File: src/rtl/wb_axil_bridge.sv
// Wishbone B4 classic slave to AXI4-Lite master bridge: one Wishbone cycle becomes one AXI-Lite transaction.
// Optional response watchdog enabled by defining WB_AXIL_TIMEOUT_EN.
module wb_axil_bridge #(
    parameter int ADDR_W         = 32,
    parameter int TIMEOUT_CYCLES = 1024
) (
    input  logic              wb_clk_i,
    input  logic              wb_rst_n_i,
    input  logic [ADDR_W-1:0] wb_adr_i,
    input  logic [31:0]       wb_dat_i,
    input  logic [3:0]        wb_sel_i,
    input  logic              wb_we_i,
    input  logic              wb_cyc_i,
    input  logic              wb_stb_i,
    output logic [31:0]       wb_dat_o,
    output logic              wb_ack_o,
    output logic              wb_err_o,
    output logic [ADDR_W-1:0] m_axi_awaddr,
    output logic              m_axi_awvalid,
    input  logic              m_axi_awready,
    output logic [31:0]       m_axi_wdata,
    output logic [3:0]        m_axi_wstrb,
    output logic              m_axi_wvalid,
    input  logic              m_axi_wready,
    input  logic [1:0]        m_axi_bresp,
    input  logic              m_axi_bvalid,
    output logic              m_axi_bready,
    output logic [ADDR_W-1:0] m_axi_araddr,
    output logic              m_axi_arvalid,
    input  logic              m_axi_arready,
    input  logic [31:0]       m_axi_rdata,
    input  logic [1:0]        m_axi_rresp,
    input  logic              m_axi_rvalid,
    output logic              m_axi_rready
);

    typedef enum logic [2:0] {
        S_IDLE,
        S_WADDR,
        S_WRESP,
        S_RADDR,
        S_RRESP,
        S_DONE
    } state_t;

    state_t      r_state;
    logic        r_aw_done;
    logic        r_w_done;
    logic [1:0]  r_resp;
    logic        w_aw_fin;
    logic        w_w_fin;
    logic        w_timeout;
    logic        w_unused_bits;

    // AXI addresses are word aligned; the byte offset is carried by the strobes.
    assign w_unused_bits = &{1'b0, wb_adr_i[1:0]};

    assign w_aw_fin = r_aw_done | (m_axi_awvalid & m_axi_awready);
    assign w_w_fin  = r_w_done  | (m_axi_wvalid  & m_axi_wready);

`ifdef WB_AXIL_TIMEOUT_EN
    localparam int CNT_W = $clog2(TIMEOUT_CYCLES + 1);

    logic [CNT_W-1:0] r_to_cnt;

    always_ff @(posedge wb_clk_i or negedge wb_rst_n_i) begin
        if (!wb_rst_n_i) begin
            r_to_cnt <= '0;
        end else if ((r_state == S_WRESP) || (r_state == S_RRESP)) begin
            r_to_cnt <= r_to_cnt + 1'b1;
        end else begin
            r_to_cnt <= '0;
        end
    end

    assign w_timeout = (r_to_cnt == CNT_W'(TIMEOUT_CYCLES - 1));
`else
    logic w_unused_timeout;

    assign w_unused_timeout = (TIMEOUT_CYCLES == 0);
    assign w_timeout        = 1'b0;
`endif

    always_ff @(posedge wb_clk_i or negedge wb_rst_n_i) begin
        if (!wb_rst_n_i) begin
            r_state       <= S_IDLE;
            r_aw_done     <= 1'b0;
            r_w_done      <= 1'b0;
            r_resp        <= 2'b00;
            wb_dat_o      <= '0;
            wb_ack_o      <= 1'b0;
            wb_err_o      <= 1'b0;
            m_axi_awaddr  <= '0;
            m_axi_awvalid <= 1'b0;
            m_axi_wdata   <= '0;
            m_axi_wstrb   <= '0;
            m_axi_wvalid  <= 1'b0;
            m_axi_bready  <= 1'b0;
            m_axi_araddr  <= '0;
            m_axi_arvalid <= 1'b0;
            m_axi_rready  <= 1'b0;
        end else begin
            wb_ack_o <= 1'b0;
            wb_err_o <= 1'b0;
            case (r_state)
                S_IDLE: begin
                    // The ack/err cycle still sees the old strobe, so it must not start a new cycle.
                    if (wb_cyc_i && wb_stb_i && !wb_ack_o && !wb_err_o) begin
                        if (wb_we_i) begin
                            m_axi_awaddr  <= {wb_adr_i[ADDR_W-1:2], 2'b00};
                            m_axi_wdata   <= wb_dat_i;
                            m_axi_wstrb   <= wb_sel_i;
                            m_axi_awvalid <= 1'b1;
                            m_axi_wvalid  <= 1'b1;
                            r_aw_done     <= 1'b0;
                            r_w_done      <= 1'b0;
                            r_state       <= S_WADDR;
                        end else begin
                            m_axi_araddr  <= {wb_adr_i[ADDR_W-1:2], 2'b00};
                            m_axi_arvalid <= 1'b1;
                            r_state       <= S_RADDR;
                        end
                    end
                end
                S_WADDR: begin
                    if (m_axi_awready) begin
                        m_axi_awvalid <= 1'b0;
                    end
                    if (m_axi_wready) begin
                        m_axi_wvalid <= 1'b0;
                    end
                    r_aw_done <= w_aw_fin;
                    r_w_done  <= w_w_fin;
                    if (w_aw_fin && w_w_fin) begin
                        m_axi_bready <= 1'b1;
                        r_state      <= S_WRESP;
                    end
                end
                S_WRESP: begin
                    if (m_axi_bvalid) begin
                        m_axi_bready <= 1'b0;
                        r_resp       <= m_axi_bresp;
                        r_state      <= S_DONE;
                    end else if (w_timeout) begin
                        m_axi_bready <= 1'b0;
                        r_resp       <= 2'b10;
                        r_state      <= S_DONE;
                    end
                end
                S_RADDR: begin
                    if (m_axi_arready) begin
                        m_axi_arvalid <= 1'b0;
                        m_axi_rready  <= 1'b1;
                        r_state       <= S_RRESP;
                    end
                end
                S_RRESP: begin
                    if (m_axi_rvalid) begin
                        wb_dat_o     <= m_axi_rdata;
                        m_axi_rready <= 1'b0;
                        r_resp       <= m_axi_rresp;
                        r_state      <= S_DONE;
                    end else if (w_timeout) begin
                        m_axi_rready <= 1'b0;
                        r_resp       <= 2'b10;
                        r_state      <= S_DONE;
                    end
                end
                S_DONE: begin
                    // An aborted master gets no completion pulse.
                    wb_ack_o <= wb_cyc_i && !r_resp[1];
                    wb_err_o <= wb_cyc_i && r_resp[1];
                    r_state  <= S_IDLE;
                end
                default: begin
                    r_state <= S_IDLE;
                end
            endcase
        end
    end

endmodule

File: config.mk
export PLATFORM = sky130hd
export DESIGN_NAME = wb_axil_bridge
export DESIGN_NICKNAME = d
export VERILOG_FILES = /design/src/rtl/wb_axil_bridge.sv
export SDC_FILE = /design/constraint.sdc
export NUM_CORES = 1
export LEC_CHECK = 0
export BUFFER_PORTS_ARGS = -buffer_cell sky130_fd_sc_hd__buf_2
export CAP_MARGIN = 20
export CORE_ASPECT_RATIO = 2
export CORE_MARGIN = 3
export CORE_UTILIZATION = 30
export DETAILED_ROUTE_END_ITERATION = 7
export PLACE_DENSITY = 0.57
export REMOVE_ABC_BUFFERS = 1
export SKIP_CTS_REPAIR_TIMING = 1
export SYNTH_ARGS = -nofsm -noshare
export SYNTH_HDL_FRONTEND = slang
export SYNTH_SLANG_ARGS = --single-unit
File: constraint.sdc
create_clock -name wb_clk_i -period 4.1 [get_ports wb_clk_i]
set_input_delay 1.025 -clock wb_clk_i [delete_from_list [all_inputs] [get_ports wb_clk_i]]
set_output_delay 1.025 -clock wb_clk_i [all_outputs]
set_load 0.05 [all_outputs]
# Word-level counts from Yosys, hierarchy flattened
# Cells that the tools add are included.
# totals
wordCells,93
regBits,142
input_bits,114
# classes
bitwise,5
n_reduce_logical,26
mux,32
n_eq_ne,14
# ops
cell,n
2-bit != test (second input constant),9
3-bit AND reduction,6
1-bit 2-to-1 mux,15
3-bit 2-to-1 mux,5
3-bit one-hot mux with 5 select lines,1
1-bit one-hot mux with 2 select lines,7
4-bit AND reduction,3
2-bit nonzero test,5
3-bit by 2-bit equality test with 1-bit output (second input constant),2
3-bit equality test (second input constant),2
1-bit logical AND,6
2-bit 2-to-1 mux,3
5-bit AND reduction,1
2-bit one-hot mux with 2 select lines,1
3-bit by 1-bit equality test with 1-bit output (second input constant),1
1-bit logical NOT,3
3-bit logical NOT,1
1-bit AND,2
1-bit OR,2
2-bit AND reduction,1
1-bit inverter,1

# Depth between registers and ports, before layout
# Gate-level depths: netlist of the first run.
# depth
ltp_word,5
mapped_depth,6

# Least setup slack after synthesis of the first run
# Ideal clock, no wire load.
# synth_timing
kind,in2reg
from,input wb_cyc_i
to,register m_axi_araddr[10]
setup_slack_ps,1894
arrival_time_ps,2081
cell_stages,4
path_cell_list,and4bb_2 -> and4bb_2 -> buf_2 -> mux2_2
# synth_via
elab_chain_len,4
# synth_lines
item,line,source
start: declaration,13,"input logic wb_cyc_i,"
1-bit logical AND (3 in series),108,if (wb_cyc_i && wb_stb_i && !wb_ack_o && !wb_err_o) begin
3-bit AND reduction (no source line),-,
end signal: assignment,119,"m_axi_araddr <= {wb_adr_i[ADDR_W-1:2], 2'b00};"
end: declaration,28,"output logic [ADDR_W-1:0] m_axi_araddr,"
# No other way between the ends.
# A chain may end at the register's enable or synchronous reset.

# Worst setup path after layout of the first run
# layout_timing
from,input wb_cyc_i
to,register m_axi_awaddr[24]
# layout_via
elab_chain_len,4
# layout_lines
item,line,source
1-bit logical AND (3 in series),108,
3-bit AND reduction (no source line),-,
end signal: assignment,110,"m_axi_awaddr <= {wb_adr_i[ADDR_W-1:2], 2'b00};"
end: declaration,18,"output logic [ADDR_W-1:0] m_axi_awaddr,"
# No other way between the ends.

==> flow_metrics.py, run 1 <==
metrics = {
    "run_status": {
        "status": "completed",
    },
    "logic_synthesis": {
        "ys_seq_elements": 141,
        "ys_types": 35,
        "yosys_most_used_dff": "dfrtp_1",
        "yosysTopAreaCellShare_pct": 64.4,
        "synth_area_leaders": "dfrtp_1 (64%), mux2_2 (25%), mux2_4 (1.9%), buf_2 (1.2%), buf_4 (0.55%)",
        "ys_seq_area_share_pct": 64.4,
        "syn-cell-area_mm2": 0.00548,
        "synth_common_cells": "dfrtp_1 (141), mux2_2 (120), buf_2 (13)",
        "synthArstFlopShare_pct": 100,
        "syn_avg_cell_area_um2": 15.9,
        "yosysWarnings": 0,
        "synth_cells": 344,
        "synth_top_area_cell": "dfrtp_1",
        "synth_edf_count": 0,
        "synth_most_common_cell": "dfrtp_1",
    },
    "setup_path": {
        "worstSetupStartpointType": "input pin",
        "worst-endpoint-arrival_ns": 2.90,
        "path_max_fanout": 44,
        "path_class": "in -> reg",
        "critPathSlowestCell": "buf_4",
        "crit_chain": "buf_2 > and4bb_2 > nand4b_4 > buf_4 > mux2_2",
        "max_stage_delay_ns": 0.52,
        "critical_path.endpoint_type": "flip-flop",
        "critPathRequiredTime_ns": 4.40,
    },
    "sta": {
        "finalCritPeriodShare_pct": 63.4,
        "fin_tns_setup_ns": 0,
        "slew_headroom_pct": 52.4,
        "setup_viol": 0,
        "worst_pin_slew_ns": 0.715,
        "drv_slew": 0,
        "skew_ns": 0.00647,
        "fin_crit_ns": 2.60,
        "hold_viol_final": 0,
        "rsz0062_at_grt": "false",
        "fmax_mhz": 385,
    },
    "cells_and_area": {
        "fillers": 1711,
        "antennaDiodeCount": 0,
        "synthToLayoutAreaGrowth_pct": 36.4,
        "final_nets": 708,
        "post-route-cell-area_mm2": 0.00748,
        "sequential_cell_area_mm2": 0.00353,
        "final_layout_size_suffix_gt1_share_pct": 67.8,
        "multiInputGateArea_mm2": 0.00184,
    },
    "place": {
        "portBuffers": 244,
        "dp_hpwl_um": 10700,
        "routabilityCongestion": 0.769,
        "dpl-instance-area_mm2": 0.00691,
    },
    "clocking": {
        "cts_tree": "yes",
        "clkLatencyLatePin_ns": 0.41,
        "cts_root_buffer": "clkbuf_16",
        "htree_levels": 4,
        "cts_buffers": 17,
        "cts_sinks": 141,
        "clkTransAtPathRegs_ns": 0.06,
        "clockBufferDepth": 2,
    },
    "detailed_routing": {
        "routedWlPerCell_um": 17.2,
        "drt_drc_violations_left": 0,
        "drtIter0Drc": 82,
        "vias_per_cell": 4.60,
        "drt.antenna.violating_nets": 0,
        "firstDrtPassIters": 4,
        "wl_um": 14000,
        "vias": 3771,
    },
    "job": {
        "maxCapViolations": 0,
    },
    "global_route": {
        "grt_pass1_wl_um": 21800,
        "grt_overflow": 0,
        "grt_pass1_vias": 4190,
        "antenna_found_initial": 0,
        "grt.total_usage_pct": 14.3,
        "grt_max_degree": 79,
    },
    "die": {
        "start_util_pct": 30.7,
        "pin_count": 253,
        "die_y_um": 197,
        "die-area_mm2": 0.0200,
        "core_area_mm2": 0.0179,
        "die_w_um": 102,
        "fp-row-count": 69,
    },
    "worst_hold_path": {
        "hold_path.class": "reg -> reg",
    },
}
## placed cells by master (no fill, tap or decap), drive strengths merged, types with 3 or more instances in the layout
cell type,count
clkinvlp,5
clkbuf,19
mux2,129
clkinv,5
nand3b,3
buf,250
a21oi,5
conb,4
nand2,6
dfrtp,141
nor2,8
## sequential cells by signal (all words and copies together) (netlist names)
signal,cells
r_state,3
m_axi_rready,1
r_aw_done,1
wb_err_o,1
m_axi_awvalid,1
wb_ack_o,1
m_axi_wvalid,1
wb_dat_o,32
m_axi_arvalid,1
m_axi_bready,1
m_axi_awaddr,30
m_axi_wstrb,4
m_axi_wdata,32
r_resp,1
r_w_done,1
m_axi_araddr,30
## cell families (layout without fill, tap and decap cells)
| group | after synthesis | after routing | synth area share [%] |
|---|---|---|---|
| buffers and inverters | 23 | 282 | 2.42 |
| other | 1 | 4 | 0.0684 |
| AO/OA/AOI/OAI | 17 | 17 | 2.12 |
| flip-flops | 141 | 141 | 64.4 |
| multiplexers | 131 | 131 | 27.4 |
| AND/OR/NAND/NOR | 31 | 31 | 3.65 |
## metal layers
metal  GRT usage, %  vias to the layer above  routed length [µm]
met5              0                        -                   0
met4           8.19                        0                 567
met3           3.22                       31                 686
met2           26.6                      137                8150
met1           14.0                     1889                4650
li1               -                     1714                   -
## area by class of cell
type	count	share of cell area, %
Clock inverter	12	1.64
Timing Repair Buffer	250	17.0
Sequential cell	141	47.2
Tap cell	213	3.56
Multi-Input combinational cell	183	24.6
Clock buffer	19	5.92
Inverter	1	0.0502
## final timing paths
kind	startpoint	endpoint	slack, ns	cells past startpoint
min reg2reg	r_resp[1]$_DFFE_PN0P_	wb_ack_o$_DFF_PN0_	0.42	1
min	r_resp[1]$_DFFE_PN0P_	wb_ack_o$_DFF_PN0_	0.42	1
max in group asynchronous	wb_rst_n_i	m_axi_awaddr[14]$_DFFE_PN0P_	2.61	2
max reg2reg	r_state[0]$_DFFE_PN0P_	m_axi_awaddr[24]$_DFFE_PN0P_	1.71	3
min in group asynchronous	wb_rst_n_i	m_axi_wdata[24]$_DFFE_PN0P_	0.65	1
max	wb_cyc_i	m_axi_awaddr[24]$_DFFE_PN0P_	1.50	5
## through the flow
step	setup slack [ns]	std cells	hold WS (ns)	utilization, %
final	1.50	819	0.424	41.8
after global routing	1.39	819	0.450	41.8
after floorplan	0.693	325	0.403	-
after detailed placement	1.06	788	0.425	38.7
after global placement	1.10	788	0.413	38.7
after CTS	1.50	819	0.427	41.8
## critical path: cells and delay by family
family	cells	cell delay [ns]
AND/OR/NAND/NOR	2	0.86
buffers and inverters	2	0.61
multiplexers	1	0.35
Power of run 1 is not shown: default switching activity piles up to over one toggle a cycle in this logic, so the estimate is an artifact.
==> inputs of run 2 (changes only) <==
--- a/config.mk
+++ b/config.mk
@@ -11,7 +11,7 @@
 export CORE_MARGIN = 3
 export CORE_UTILIZATION = 30
 export DETAILED_ROUTE_END_ITERATION = 7
-export PLACE_DENSITY = 0.57
+export PLACE_DENSITY = 0.6
 export REMOVE_ABC_BUFFERS = 1
 export SKIP_CTS_REPAIR_TIMING = 1
 export SYNTH_ARGS = -nofsm -noshare
==> constraint.sdc (replaced) <==
create_clock -name wb_clk_i -period 2.2 [get_ports wb_clk_i]
set_input_delay 0.55 -clock wb_clk_i [delete_from_list [all_inputs] [get_ports wb_clk_i]]
set_output_delay 0.55 -clock wb_clk_i [all_outputs]
set_load 0.05 [all_outputs]
==> flow_metrics.py, run 2 (synthesis results as in run 1) <==
metrics = {
    "place": {
        "dp_hpwl_um": 10500,
        "portBuffers": 244,
        "routabilityCongestion": 0.767,
        "dpl-instance-area_mm2": 0.00699,
        "placed_cells": 788,
        "pre_cts_slack_ns": 0.195,
    },
    "sta": {
        "fin_crit_ns": 1.84,
        "skew_ns": 0.00762,
        "hold_viol_final": 0,
        "finalCritPeriodShare_pct": 83.6,
        "drv_slew": 0,
        "rsz0062_at_grt": "false",
        "slew_headroom_pct": 59.2,
        "setup_viol": 0,
        "worst_pin_slew_ns": 0.612,
        "fmax_mhz": 543,
        "fin_ws_ns": 0.360,
    },
    "cells_and_area": {
        "sequential_cell_area_mm2": 0.00353,
        "final_core_util_pct": 42.0,
        "layout.cells.most_common": "buf_2",
        "multiInputGateArea_mm2": 0.00184,
        "fin_cells": 816,
        "antennaDiodeCount": 0,
        "fillers": 1686,
        "reg.largest.list": "m_axi_wdata (32), wb_dat_o (32)",
        "final_layout_size_suffix_gt1_share_pct": 67.5,
        "synthToLayoutAreaGrowth_pct": 36.9,
        "final_nets": 708,
        "layout_common_cells": "buf_2 (243), dfrtp_1 (141), mux2_2 (120)",
        "post-route-cell-area_mm2": 0.00750,
    },
    "detailed_routing": {
        "firstDrtPassIters": 4,
        "drtIter0Drc": 57,
        "drt.antenna.violating_nets": 0,
        "vias_per_cell": 4.66,
        "wl_um": 13700,
        "drt_drc_violations_left": 0,
        "routedWlPerCell_um": 16.8,
        "vias": 3799,
    },
    "setup_path": {
        "max_stage_delay_ns": 0.51,
        "path_max_fanout": 30,
        "crit_chain": "nor2_4 > and4bb_2 > buf_12 > mux2_2",
        "critical_path.endpoint_type": "flip-flop",
        "reg2regPathDepth": 4,
        "critPathRequiredTime_ns": 2.49,
        "critPathTopFamily": "simple AND/OR/NAND/NOR gates",
        "path_buf_inv": 1,
        "critPathSlowestCell": "dfrtp_1",
        "path_class": "reg -> reg",
        "worstSetupPathDepth": 4,
        "worstSetupStartpointType": "flip-flop",
        "worst-endpoint-arrival_ns": 2.13,
    },
    "clocking": {
        "htree_levels": 4,
        "cts_buffers": 17,
        "clockBufferDepth": 2,
        "clkLatencyLatePin_ns": 0.41,
        "clkTransAtPathRegs_ns": 0.05,
        "cts_root_buffer": "clkbuf_16",
        "cts_tree": "yes",
        "cts_sinks": 141,
    },
    "die": {
        "start_util_pct": 30.7,
        "die_w_um": 102,
        "fp-row-count": 69,
        "die-area_mm2": 0.0200,
        "core_area_mm2": 0.0179,
        "pin_count": 253,
        "die_y_um": 197,
    },
    "job": {
        "maxCapViolations": 0,
    },
    "global_route": {
        "grt_max_degree": 61,
        "antenna_found_initial": 1,
        "grt_pass1_vias": 4097,
        "grt.total_usage_pct": 13.8,
        "grt_overflow": 0,
        "grt_pass1_wl_um": 21000,
    },
    "worst_hold_path": {
        "hold_path.class": "in -> async",
    },
    "run_status": {
        "status": "completed",
    },
}
run 2: changes by cell type in the layout (fill, tap and decap cells not counted), sizes merged:
| cell | previous run | this run |
|---|---|---|
| clkinvlp | 5 | 3 |
| bufinv | 2 | 1 |
| clkinv | 5 | 4 |
| clkbuf | 19 | 20 |
run 2: area by class of cell:
type                    instances  share of cell area, %
flip-flops and latches        141                   47.0
multi-input cells             183                   24.5
well taps                     213                   3.55
inverters                       1                 0.0500
clock inverters                 8                  0.967
clock buffers                  20                   5.95
repair buffers                250                   18.0
run 2: worst reg2reg max path, cell delays in order, from the launching register on:
cell and delay, ns:
dfrtp_1 0.51, nor2_4 0.30, and4bb_2 0.31, buf_12 0.22, mux2_2 0.39
run 2: layer usage:
layer,track usage (%),wire (µm),up-vias
li1,-,-,1712
met1,12.7,4520,1889
met2,25.7,7770,158
met3,3.50,785,38
met4,8.97,637,2
met5,0,7,-
run 2: metrics by stage:
| step | TNS (ns) | hold slack, ns |
|---|---|---|
| 2_1_floorplan | -59.75 | 0.254 |
| 3_3_place_gp | 0 | 0.418 |
| 3_5_place_dp | 0 | 0.437 |
| 4_1_cts | 0 | 0.00383 |
| 5_1_grt | 0 | 0.0248 |
| 6_report | 0 | 0.0124 |
run 2: path summary, 6_finish.rpt:
kind	start	end	slack (ns)
worst min register to register	r_resp[1]$_DFFE_PN0P_	wb_ack_o$_DFF_PN0_	0.44
worst max register to register	r_state[1]$_DFFE_PN0P_	m_axi_araddr[28]$_DFFE_PN0P_	0.36
min in group wb_clk_i	m_axi_rdata[9]	wb_dat_o[9]$_DFFE_PN0P_	0.36
worst min-delay path	wb_rst_n_i	wb_err_o$_DFF_PN0_	0.01
worst max-delay path	r_state[1]$_DFFE_PN0P_	m_axi_araddr[28]$_DFFE_PN0P_	0.36
max in group asynchronous	wb_rst_n_i	m_axi_araddr[6]$_DFFE_PN0P_	1.56
Power of run 2 is left out for the same reason.
==> inputs of run 3 (changes only) <==
--- a/config.mk
+++ b/config.mk
@@ -5,13 +5,14 @@
 export SDC_FILE = /design/constraint.sdc
 export NUM_CORES = 1
 export LEC_CHECK = 0
+export ABC_AREA = 1
 export BUFFER_PORTS_ARGS = -buffer_cell sky130_fd_sc_hd__buf_2
 export CAP_MARGIN = 20
 export CORE_ASPECT_RATIO = 2
 export CORE_MARGIN = 3
 export CORE_UTILIZATION = 30
 export DETAILED_ROUTE_END_ITERATION = 7
-export PLACE_DENSITY = 0.6
+export PLACE_DENSITY = 0.57
 export REMOVE_ABC_BUFFERS = 1
 export SKIP_CTS_REPAIR_TIMING = 1
 export SYNTH_ARGS = -nofsm -noshare
==> constraint.sdc (replaced) <==
create_clock -name wb_clk_i -period 1.74 [get_ports wb_clk_i]
set_input_delay 0.435 -clock wb_clk_i [delete_from_list [all_inputs] [get_ports wb_clk_i]]
set_output_delay 0.435 -clock wb_clk_i [all_outputs]
set_load 0.05 [all_outputs]
==> flow_metrics.py, run 3 <==
metrics = {
    "setup_path": {
        "crit_path_end": "m_axi_awaddr[4]$_DFFE_PN0P_",
        "reg2reg_slack_ns": 0.17,
        "critPathRequiredTime_ns": 2.03,
        "r2r-start": "r_state[0]$_DFFE_PN0P_",
        "worstSetupStartpointType": "flip-flop",
        "path_max_fanout": 52,
        "path_class": "reg -> reg",
        "rr_endpoint": "m_axi_awaddr[4]$_DFFE_PN0P_",
        "critPathLaunch": "r_state[0]$_DFFE_PN0P_",
        "critical_path.endpoint_type": "flip-flop",
        "reg2regPathDepth": 9,
        "worst-endpoint-arrival_ns": 1.86,
    },
    "power_and_ir_drop": {
        "ir_drop_uv": 940,
        "power_density_mw_per_mm2": 2420,
        "report.power.total_mw": 18.6,
        "leakage_nw": 4.49,
    },
    "logic_synthesis": {
        "synth_top_area_cell": "dfrtp_1",
        "ys_seq_elements": 141,
        "synth_cells": 618,
        "yosys_most_used_dff": "dfrtp_1",
        "synth_common_cells": "nand2_1 (296), dfrtp_1 (141), inv_1 (48)",
        "yosysWarnings": 0,
        "syn-cell-area_mm2": 0.00555,
        "synth_edf_count": 0,
        "ys_types": 22,
        "synth_area_leaders": "dfrtp_1 (64%), nand2_1 (20%), o21ai_0 (4.1%), inv_1 (3.2%), o21ai_1 (1.8%)",
        "synthArstFlopShare_pct": 100,
        "yosysTopAreaCellShare_pct": 63.6,
        "syn_avg_cell_area_um2": 8.98,
        "synth_most_common_cell": "nand2_1",
        "ys_seq_area_share_pct": 63.6,
    },
    "detailed_routing": {
        "drtIter0Drc": 138,
        "wl_um": 15400,
        "firstDrtPassIters": 4,
        "routedWlPerCell_um": 14.0,
        "vias": 4704,
        "vias_per_cell": 4.28,
        "drt_drc_violations_left": 0,
        "drt.antenna.violating_nets": 0,
    },
    "global_route": {
        "grt_overflow": 0,
        "antenna_found_initial": 2,
        "grt_pass1_vias": 4796,
        "grt_pass1_wl_um": 24100,
        "grt_max_degree": 61,
        "grt.total_usage_pct": 15.7,
    },
    "sta": {
        "skew_ns": 0.00795,
        "hold_viol_final": 0,
        "finalCritPeriodShare_pct": 90.3,
        "drv_slew": 0,
        "worst_pin_slew_ns": 0.531,
        "fmax_mhz": 637,
        "fin_crit_ns": 1.57,
        "slew_headroom_pct": 64.6,
        "setup_viol": 0,
        "rsz0062_at_grt": "false",
    },
    "die": {
        "core_area_mm2": 0.0180,
        "start_util_pct": 30.9,
        "die-area_mm2": 0.0203,
        "pin_count": 253,
        "die_w_um": 102,
        "fp-row-count": 69,
        "die_y_um": 198,
    },
    "cells_and_area": {
        "layout.cells.most_common": "nand2_1",
        "reg.largest.list": "m_axi_wdata (32), wb_dat_o (32)",
        "final_layout_size_suffix_gt1_share_pct": 34.1,
        "final_core_util_pct": 42.8,
        "synthToLayoutAreaGrowth_pct": 38.5,
        "layout_common_cells": "nand2_1 (296), buf_2 (243), dfrtp_1 (141)",
        "fillers": 1832,
        "final_nets": 986,
    },
    "clocking": {
        "clockBufferDepth": 2,
        "htree_levels": 4,
        "cts_sinks": 141,
        "clkTransAtPathRegs_ns": 0.06,
        "cts_root_buffer": "clkbuf_16",
        "cts_buffers": 17,
        "cts_tree": "yes",
        "clkLatencyLatePin_ns": 0.41,
    },
    "worst_hold_path": {
        "hold_path.class": "in -> reg",
    },
    "job": {
        "maxCapViolations": 0,
    },
    "place": {
        "routabilityCongestion": 0.787,
        "portBuffers": 244,
        "dp_hpwl_um": 11800,
    },
    "run_status": {
        "status": "completed",
    },
}
==> run 3: how the worst min path moves through the flow <==
stage	to	slack, ns	cells after the start	start
floorplan	m_axi_araddr[10]$_DFFE_PN0P_	0.14	0	wb_rst_n_i
CTS	m_axi_araddr[9]$_DFFE_PN0P_	-0.06	1	wb_rst_n_i
detailed placement	m_axi_awaddr[10]$_DFFE_PN0P_	0.40	1	wb_rst_n_i
global route	m_axi_wdata[10]$_DFFE_PN0P_	0.20	3	wb_dat_i[10]
global placement	m_axi_araddr[30]$_DFFE_PN0P_	0.40	1	wb_rst_n_i
finish	wb_dat_o[26]$_DFFE_PN0P_	0.21	3	m_axi_rdata[26]
==> run 3: area by class of cell <==
| class | instances | area (µm²) | area share, % |
|---|---|---|---|
| antenna | 2 | 5.00 | 0.0651 |
| clock buffer | 20 | 457 | 5.94 |
| clock inverter | 12 | 120 | 1.56 |
| inverter | 51 | 191 | 2.49 |
| multi-input combinational | 398 | 1650 | 21.4 |
| sequential | 141 | 3530 | 45.9 |
| tap | 213 | 267 | 3.47 |
| timing repair buffer | 263 | 1470 | 19.2 |
==> run 3: kinds of logic after synthesis <==
kind of cell / Yosys count / share of synthesized area (%)
AO/OA/AOI/OAI: 71 / 6.47
buffers and inverters: 82 / 6.94
flip-flops: 141 / 63.6
other: 1 / 0.0676
AND/OR/NAND/NOR: 323 / 22.9
==> run 3: routing by layer <==
| metal | track usage, % | routed length [µm] | up-vias |
|---|---|---|---|
| li1 | - | - | 2400 |
| met1 | 15.7 | 5290 | 2123 |
| met2 | 29.4 | 8840 | 154 |
| met3 | 3.67 | 778 | 27 |
| met4 | 7.59 | 486 | 0 |
| met5 | 0 | 0 | - |
==> run 3: power breakdown <==
group | internal [mW] | leakage (nW) | total [mW] | switching, mW
Clock | 2.17 | 0.289 | 3.55 | 1.38
Sequential | 4.82 | 1.77 | 5.60 | 0.776
Combinational | 1.99 | 2.43 | 9.45 | 7.46
==> run 3: worst max-delay path, cell delays in order, from the launching register on <==
cell and delay [ns]:
dfrtp_1 0.43, nor2_8 0.16, nand2_4 0.08, inv_2 0.08
nand2_2 0.07, nor2_4 0.14, inv_2 0.12, buf_12 0.20
nand2_1 0.08, o21ai_0 0.07
==> run 3: through the flow <==
stage	hold WS [ns]	instances	area (µm²)	setup WS, ns	TNS, ns
floorplan	0.139	590	5370	-0.702	-51.59
global placement	0.399	1065	7100	0.112	0
detailed placement	0.398	1065	7100	0.0991	0
CTS	-0.0560	1097	7670	0.152	0
global route	0.203	1100	7690	0.0323	0
finish	0.215	1100	7690	0.169	0
No activity file was read; power rests on OpenSTA's default activity.
